$ cat config.mk
export PLATFORM = sky130hd
export DESIGN_NAME = audio_mix_seq
export DESIGN_NICKNAME = d
export VERILOG_FILES = /design/src/rtl/audio_mix_seq.sv
export SDC_FILE = /design/constraint.sdc
export NUM_CORES = 2
export LEC_CHECK = 0
export CORE_MARGIN = 3
export CORE_UTILIZATION = 55
export DETAILED_ROUTE_END_ITERATION = 10
export PLACE_DENSITY_LB_ADDON = 0.05
export SLEW_MARGIN = 20
export SYNTH_ARGS = -nofsm -noshare
export SYNTH_HDL_FRONTEND = slang
export SYNTH_SLANG_ARGS = --single-unit
$ cat constraint.sdc
create_clock -name clk -period 7.3 [get_ports clk]
set_clock_uncertainty 0.05 [all_clocks]
set_input_delay 2.19 -clock clk [delete_from_list [all_inputs] [get_ports clk]]
set_output_delay 2.19 -clock clk [all_outputs]
set_load 0.005 [all_outputs]
$ cat src/rtl/audio_mix_seq.sv
// Register-controlled NCH-channel stereo mixer: snapshots a frame on sample_i,
// accumulates one channel per clock on a shared L/R multiplier pair, saturates.
module audio_mix_seq #(
  parameter int NCH = 4,
  parameter int W   = 16,
  parameter int GW  = 8,
  parameter int AW  = 4,
  parameter logic [GW-1:0] GAIN_RST = GW'(8'h20)
) (
  input  logic              clk,
  input  logic              reset,
  input  logic [NCH*W-1:0]  l_in,
  input  logic [NCH*W-1:0]  r_in,
  input  logic              sample_i,
  output logic [W-1:0]      l_out,
  output logic [W-1:0]      r_out,
  output logic              out_strobe,
  output logic              busy,
  input  logic [AW-1:0]     reg_addr,
  input  logic [7:0]        reg_wdata,
  input  logic              reg_we,
  output logic [7:0]        reg_rdata
);

  localparam int IW   = (NCH > 1) ? $clog2(NCH) : 1;
  localparam int PW   = W + GW + 1;
  localparam int ACCW = PW + $clog2(NCH);
  localparam logic [IW-1:0] LAST = IW'(NCH - 1);
  localparam logic signed [ACCW-1:0] SMAX = {{(ACCW-W+1){1'b0}}, {(W-1){1'b1}}};
  localparam logic signed [ACCW-1:0] SMIN = {{(ACCW-W+1){1'b1}}, {(W-1){1'b0}}};

  typedef enum logic [1:0] {IDLE, ACC, OUT} state_t;

  state_t                 state_q, state_d;
  logic [IW-1:0]          idx_q, idx_d;
  logic signed [ACCW-1:0] acc_l_q, acc_l_d, acc_r_q, acc_r_d;
  logic [NCH*W-1:0]       sl_q, sl_d, sr_q, sr_d;
  logic [GW-1:0]          sgl_q [NCH];
  logic [GW-1:0]          sgl_d [NCH];
  logic [GW-1:0]          sgr_q [NCH];
  logic [GW-1:0]          sgr_d [NCH];
  logic                   smute_q, smute_d;
  logic [GW-1:0]          gl_q [NCH];
  logic [GW-1:0]          gl_d [NCH];
  logic [GW-1:0]          gr_q [NCH];
  logic [GW-1:0]          gr_d [NCH];
  logic                   mute_q, mute_d;
  logic                   clipl_q, clipl_d, clipr_q, clipr_d, ovr_q, ovr_d;
  logic [W-1:0]           l_out_q, l_out_d, r_out_q, r_out_d;
  logic                   strobe_q, strobe_d;
  logic [7:0]             rdata_q, rdata_d;

  logic signed [PW-1:0]   samp_l, samp_r, gain_l, gain_r, prod_l, prod_r;
  logic [W:0]             sat_l, sat_r;

  // Returns {clipped, saturated value} of acc >>> (GW-1)
  function automatic logic [W:0] saturate(input logic signed [ACCW-1:0] acc);
    logic signed [ACCW-1:0] s;
    s = acc >>> (GW - 1);
    if (s > SMAX)      return {1'b1, 1'b0, {(W-1){1'b1}}};
    else if (s < SMIN) return {1'b1, 1'b1, {(W-1){1'b0}}};
    else               return {1'b0, s[W-1:0]};
  endfunction

  always_comb begin
    state_d  = state_q;
    idx_d    = idx_q;
    acc_l_d  = acc_l_q;
    acc_r_d  = acc_r_q;
    sl_d     = sl_q;
    sr_d     = sr_q;
    sgl_d    = sgl_q;
    sgr_d    = sgr_q;
    smute_d  = smute_q;
    gl_d     = gl_q;
    gr_d     = gr_q;
    mute_d   = mute_q;
    clipl_d  = clipl_q;
    clipr_d  = clipr_q;
    ovr_d    = ovr_q;
    l_out_d  = l_out_q;
    r_out_d  = r_out_q;
    strobe_d = 1'b0;
    rdata_d  = '0;

    samp_l = PW'($signed(sl_q[int'(idx_q)*W +: W]));
    samp_r = PW'($signed(sr_q[int'(idx_q)*W +: W]));
    gain_l = PW'({1'b0, sgl_q[idx_q]});
    gain_r = PW'({1'b0, sgr_q[idx_q]});
    prod_l = samp_l * gain_l;
    prod_r = samp_r * gain_r;
    sat_l  = saturate(acc_l_q);
    sat_r  = saturate(acc_r_q);

    if (reg_we) begin
      for (int unsigned c = 0; c < NCH; c++) begin
        if (reg_addr == AW'(c))       gl_d[c] = GW'(reg_wdata);
        if (reg_addr == AW'(NCH + c)) gr_d[c] = GW'(reg_wdata);
      end
      if (reg_addr == AW'(2 * NCH)) begin
        mute_d = reg_wdata[0];
        if (reg_wdata[1]) begin
          clipl_d = 1'b0;
          clipr_d = 1'b0;
          ovr_d   = 1'b0;
        end
      end
    end

    // FSM flag sets come after the CTRL clear so that a same-cycle set wins
    unique case (state_q)
      IDLE: begin
        if (sample_i) begin
          sl_d    = l_in;
          sr_d    = r_in;
          sgl_d   = gl_q;
          sgr_d   = gr_q;
          smute_d = mute_q;
          acc_l_d = '0;
          acc_r_d = '0;
          idx_d   = '0;
          state_d = ACC;
        end
      end
      ACC: begin
        acc_l_d = acc_l_q + ACCW'(prod_l);
        acc_r_d = acc_r_q + ACCW'(prod_r);
        if (idx_q == LAST) state_d = OUT;
        else               idx_d   = idx_q + 1'b1;
        if (sample_i) ovr_d = 1'b1;
      end
      OUT: begin
        l_out_d  = smute_q ? '0 : sat_l[W-1:0];
        r_out_d  = smute_q ? '0 : sat_r[W-1:0];
        if (sat_l[W]) clipl_d = 1'b1;
        if (sat_r[W]) clipr_d = 1'b1;
        strobe_d = 1'b1;
        state_d  = IDLE;
        if (sample_i) ovr_d = 1'b1;
      end
      default: state_d = IDLE;
    endcase

    for (int unsigned c = 0; c < NCH; c++) begin
      if (reg_addr == AW'(c))       rdata_d = 8'(gl_q[c]);
      if (reg_addr == AW'(NCH + c)) rdata_d = 8'(gr_q[c]);
    end
    if (reg_addr == AW'(2 * NCH)) rdata_d = {4'b0, ovr_q, clipr_q, clipl_q, mute_q};
  end

  always_ff @(posedge clk) begin
    if (reset) begin
      state_q  <= IDLE;
      idx_q    <= '0;
      acc_l_q  <= '0;
      acc_r_q  <= '0;
      sl_q     <= '0;
      sr_q     <= '0;
      sgl_q    <= '{default: '0};
      sgr_q    <= '{default: '0};
      smute_q  <= 1'b0;
      gl_q     <= '{default: GAIN_RST};
      gr_q     <= '{default: GAIN_RST};
      mute_q   <= 1'b0;
      clipl_q  <= 1'b0;
      clipr_q  <= 1'b0;
      ovr_q    <= 1'b0;
      l_out_q  <= '0;
      r_out_q  <= '0;
      strobe_q <= 1'b0;
      rdata_q  <= '0;
    end else begin
      state_q  <= state_d;
      idx_q    <= idx_d;
      acc_l_q  <= acc_l_d;
      acc_r_q  <= acc_r_d;
      sl_q     <= sl_d;
      sr_q     <= sr_d;
      sgl_q    <= sgl_d;
      sgr_q    <= sgr_d;
      smute_q  <= smute_d;
      gl_q     <= gl_d;
      gr_q     <= gr_d;
      mute_q   <= mute_d;
      clipl_q  <= clipl_d;
      clipr_q  <= clipr_d;
      ovr_q    <= ovr_d;
      l_out_q  <= l_out_d;
      r_out_q  <= r_out_d;
      strobe_q <= strobe_d;
      rdata_q  <= rdata_d;
    end
  end

  assign l_out      = l_out_q;
  assign r_out      = r_out_q;
  assign out_strobe = strobe_q;
  assign busy       = (state_q != IDLE);
  assign reg_rdata  = rdata_q;

endmodule

==> results.toml <==
[logic_synthesis]
ys_types = 61
synthTopCellsByCount = "619 x nand2_1, 371 x inv_1, 360 x dfxtp_1, 344 x a21oi_1, 254 x fa_1"
synth_warnings = 0
synth_nets = 3459
ys.flop_type = "dfxtp_1"
async_flop_share = 0
syn-cell-area_um2 = 25100
seq_area_frac_synth = 0.287
synth.area.top_cells = "dfxtp_1 29%, fa_1 20%, nand2_1 9.2%"
yosysMostFrequentCell = "nand2_1"
yosys_register_bits = 360
syn_inst = 2938
synth_area_per_cell_um2 = 8.55
synth-edff-count = 0
synth_top_cell_by_area = "dfxtp_1"
synth_top_area_frac = 0.287

[sta]
post-route-min-period_ps = 6590
tightest_slew_ps = 990
rsz0062_at_grt = "no"
slew_headroom = 0.340
tns_ps = 0
hold_viol = 0
fmax_ghz = 0.152
slew_viol_final = 0
fin_crit_sh = 0.903
finalSetupViolations = 0

[finish]
multi_input_area_um2 = 16000
finalNonFillerCells = 3659
fill_cells = 3827
drive_above_1_share = 0.0496
syn2layout_area_growth_pct = 14.2
layout.nets = 3557
seqCellArea_um2 = 7210

[floorplan]
fp.coreArea_um2 = 44700
die_h_um = 220
chipWidth_um = 220
start_util = 0.562
rows = 77
dieArea_um2 = 48300
num_io_pins = 186

[job]
cap_violations = 0

[clocking]
h-tree-depth = 2
clock_latency_ps = 580
cts.clk_slew.worst_paths_ps = 60
root_buffer = "clkbuf_16"
cts.sinks = 360
post_cts.repair.setup_buffers = 0
cts_tree = "done"
cts_hold_buf = 0
ctsResizeCount = 0
cts_buffers = 40
cts.path.max_buffers = 3

[global_routing]
grt_max_degree = 140
grt_pass1_wl_um = 103000
grt_pass1_vias = 19800
grt_usage = 0.263
antenna_found_initial = 2
globalRouteOverflowTotal = 0

[detailed_routing]
dr.pass1.iters = 5
drc = 0
ant_nets = 0
viasPerCell = 5.43
routed_wl_um = 62800
vias = 19900
wl_per_cell_um = 17.2
drt_iter0_drc = 1511

[placement]
io_buffers = 185
place.gp.congestion = 0.900
place_inst = 3586
hpwl_um = 48200

[worst_setup_path]
crit_top_cell = "fa_1"
path_cells = "mux4_2 -> and2_1 -> fa_1 -> fa_1 -> inv_1 -> fa_1 -> inv_1 -> fa_1 -> inv_1 -> fa_1 -> inv_1 -> ha_1 -> o21a_1 -> o21ai_1 -> a311o_1 -> a311oi_2 -> a211oi_1 -> o31ai_1 -> a21oi_1 -> xor2_1 -> o21ai_1"
path_max_fanout = 18
crit_buf_inv = 4
crit_required_ps = 7700
cp.arrival_ps = 6990
cp_slowest_cell = "mux4_2"
crit_type = "flip-flop to flip-flop"
cp-start-kind = "flip-flop"
critPathTopFamily = "adder cells"
critical_path.max_stage_delay_ps = 750
end_kind = "flip-flop"

[status]
outcome = "completed"

[power_and_ir_drop]
ir_worst_vdd_uv = 196
power_density_nw_per_um2 = 166
power.static_leakage_nw = 12.6

[min_path]
hold_class = "flip-flop to flip-flop"
==> metrics by stage <==
step	worst slack, ps	total power (W)	utilization	hold slack [ps]	instance area [um2]
after floorplan	806	0.00251	-	383	25100
after global placement	805	0.00273	0.612	389	27300
after detailed placement	658	0.00274	0.612	394	27300
after CTS	667	0.00481	0.642	402	28700
after global routing	347	0.00497	0.642	417	28700
final	710	0.00478	0.642	400	28700
==> sequential cells by signal (all words and copies together), names as in the netlist, 8 cells and up <==
register and count:
reg_rdata 8, acc_r_q 27, sl_q 64, sr_q 64
sgl_q 32, acc_l_q 27, gr_q 32, sgr_q 32
gl_q 32, l_out 16, r_out 16
==> kinds of logic after synthesis <==
logic type / count (synthesis) / synth area share
AND/OR/NAND/NOR: 996 / 0.175
AO/OA/AOI/OAI: 565 / 0.127
buffers and inverters: 523 / 0.0789
adder cells (fa/ha/maj): 377 / 0.264
flip-flops: 360 / 0.287
multiplexers: 71 / 0.0524
XOR/XNOR: 46 / 0.0160
==> path summary, 6_finish.rpt <==
kind / start / endpoint / slack, ps / depth (start not counted)
setup / recovery: idx_q[1] / acc_l_q[24] / 710 / 21
hold / removal: sr_q[48] / sr_q[48] / 400 / 2
setup reg to reg: idx_q[1] / acc_l_q[24] / 710 / 21
hold reg to reg: sr_q[48] / sr_q[48] / 400 / 2
==> power by group <==
part           internal [W]  switching (W)
clock               0.00121       0.000868
combinational      0.000235       0.000375
sequential          0.00204      0.0000520
total               0.00348        0.00129
==> worst reg2reg max path, delay by kind of cell (launching register included) <==
family                   cells  cell delay [ps]
flip-flops                   1              670
AND/OR/NAND/NOR              1              230
XOR/XNOR                     1              150
buffers and inverters        4              200
adder cells (fa/ha/maj)      6             2720
multiplexers                 1              750
AO/OA/AOI/OAI                8             1720
==> final cells by class <==
class	instances	share of cell area
diodes	1	0.0000872
flip-flops and latches	360	0.251
clock buffers	62	0.0416
clock inverters	10	0.00580
multi-input cells	2055	0.556
repair buffers	208	0.0711
inverters	371	0.0485
well taps	592	0.0258
==> layer usage <==
layer | share of wire | track usage | up-vias | wire [um]
met3 | 0.055 | 0.0390 | 85 | 3490
met4 | 0.019 | 0.0595 | 2 | 1190
met2 | 0.45 | 0.412 | 563 | 28600
met1 | 0.47 | 0.387 | 9569 | 29600
met5 | 0.00018 | 0 | - | 11
li1 | - | - | 9651 | -
==> cell usage in the layout, fill, tap and decap left out, types with 5 or more instances in the layout <==
cell             Yosys  final
a211oi_1             8      8
o211ai_1             7      7
clkbuf_1           129     11
nor3_1              11     11
fa_1               254    254
and2_1             147    146
a211o_1              5      5
mux4_2              48     48
dfxtp_1            360    358
a21oi_1            344    343
buf_4                3     21
xnor2_1             20     20
nor2b_1             12     11
inv_1              371    371
ha_1               123    123
mux2i_1             19     19
nand2b_1            42     42
clkbuf_8             0     11
clkbuf_16            0     40
a22oi_1             38     38
nand2_1            619    618
nor2_1              79     79
xor2_1              26     26
a21o_1              26     26
clkdlybuf4s50_1      0    183
nand3_1             65     65
o21ai_1             10     10
o21ai_0             85     85
Power figures use the tool's default switching activity.
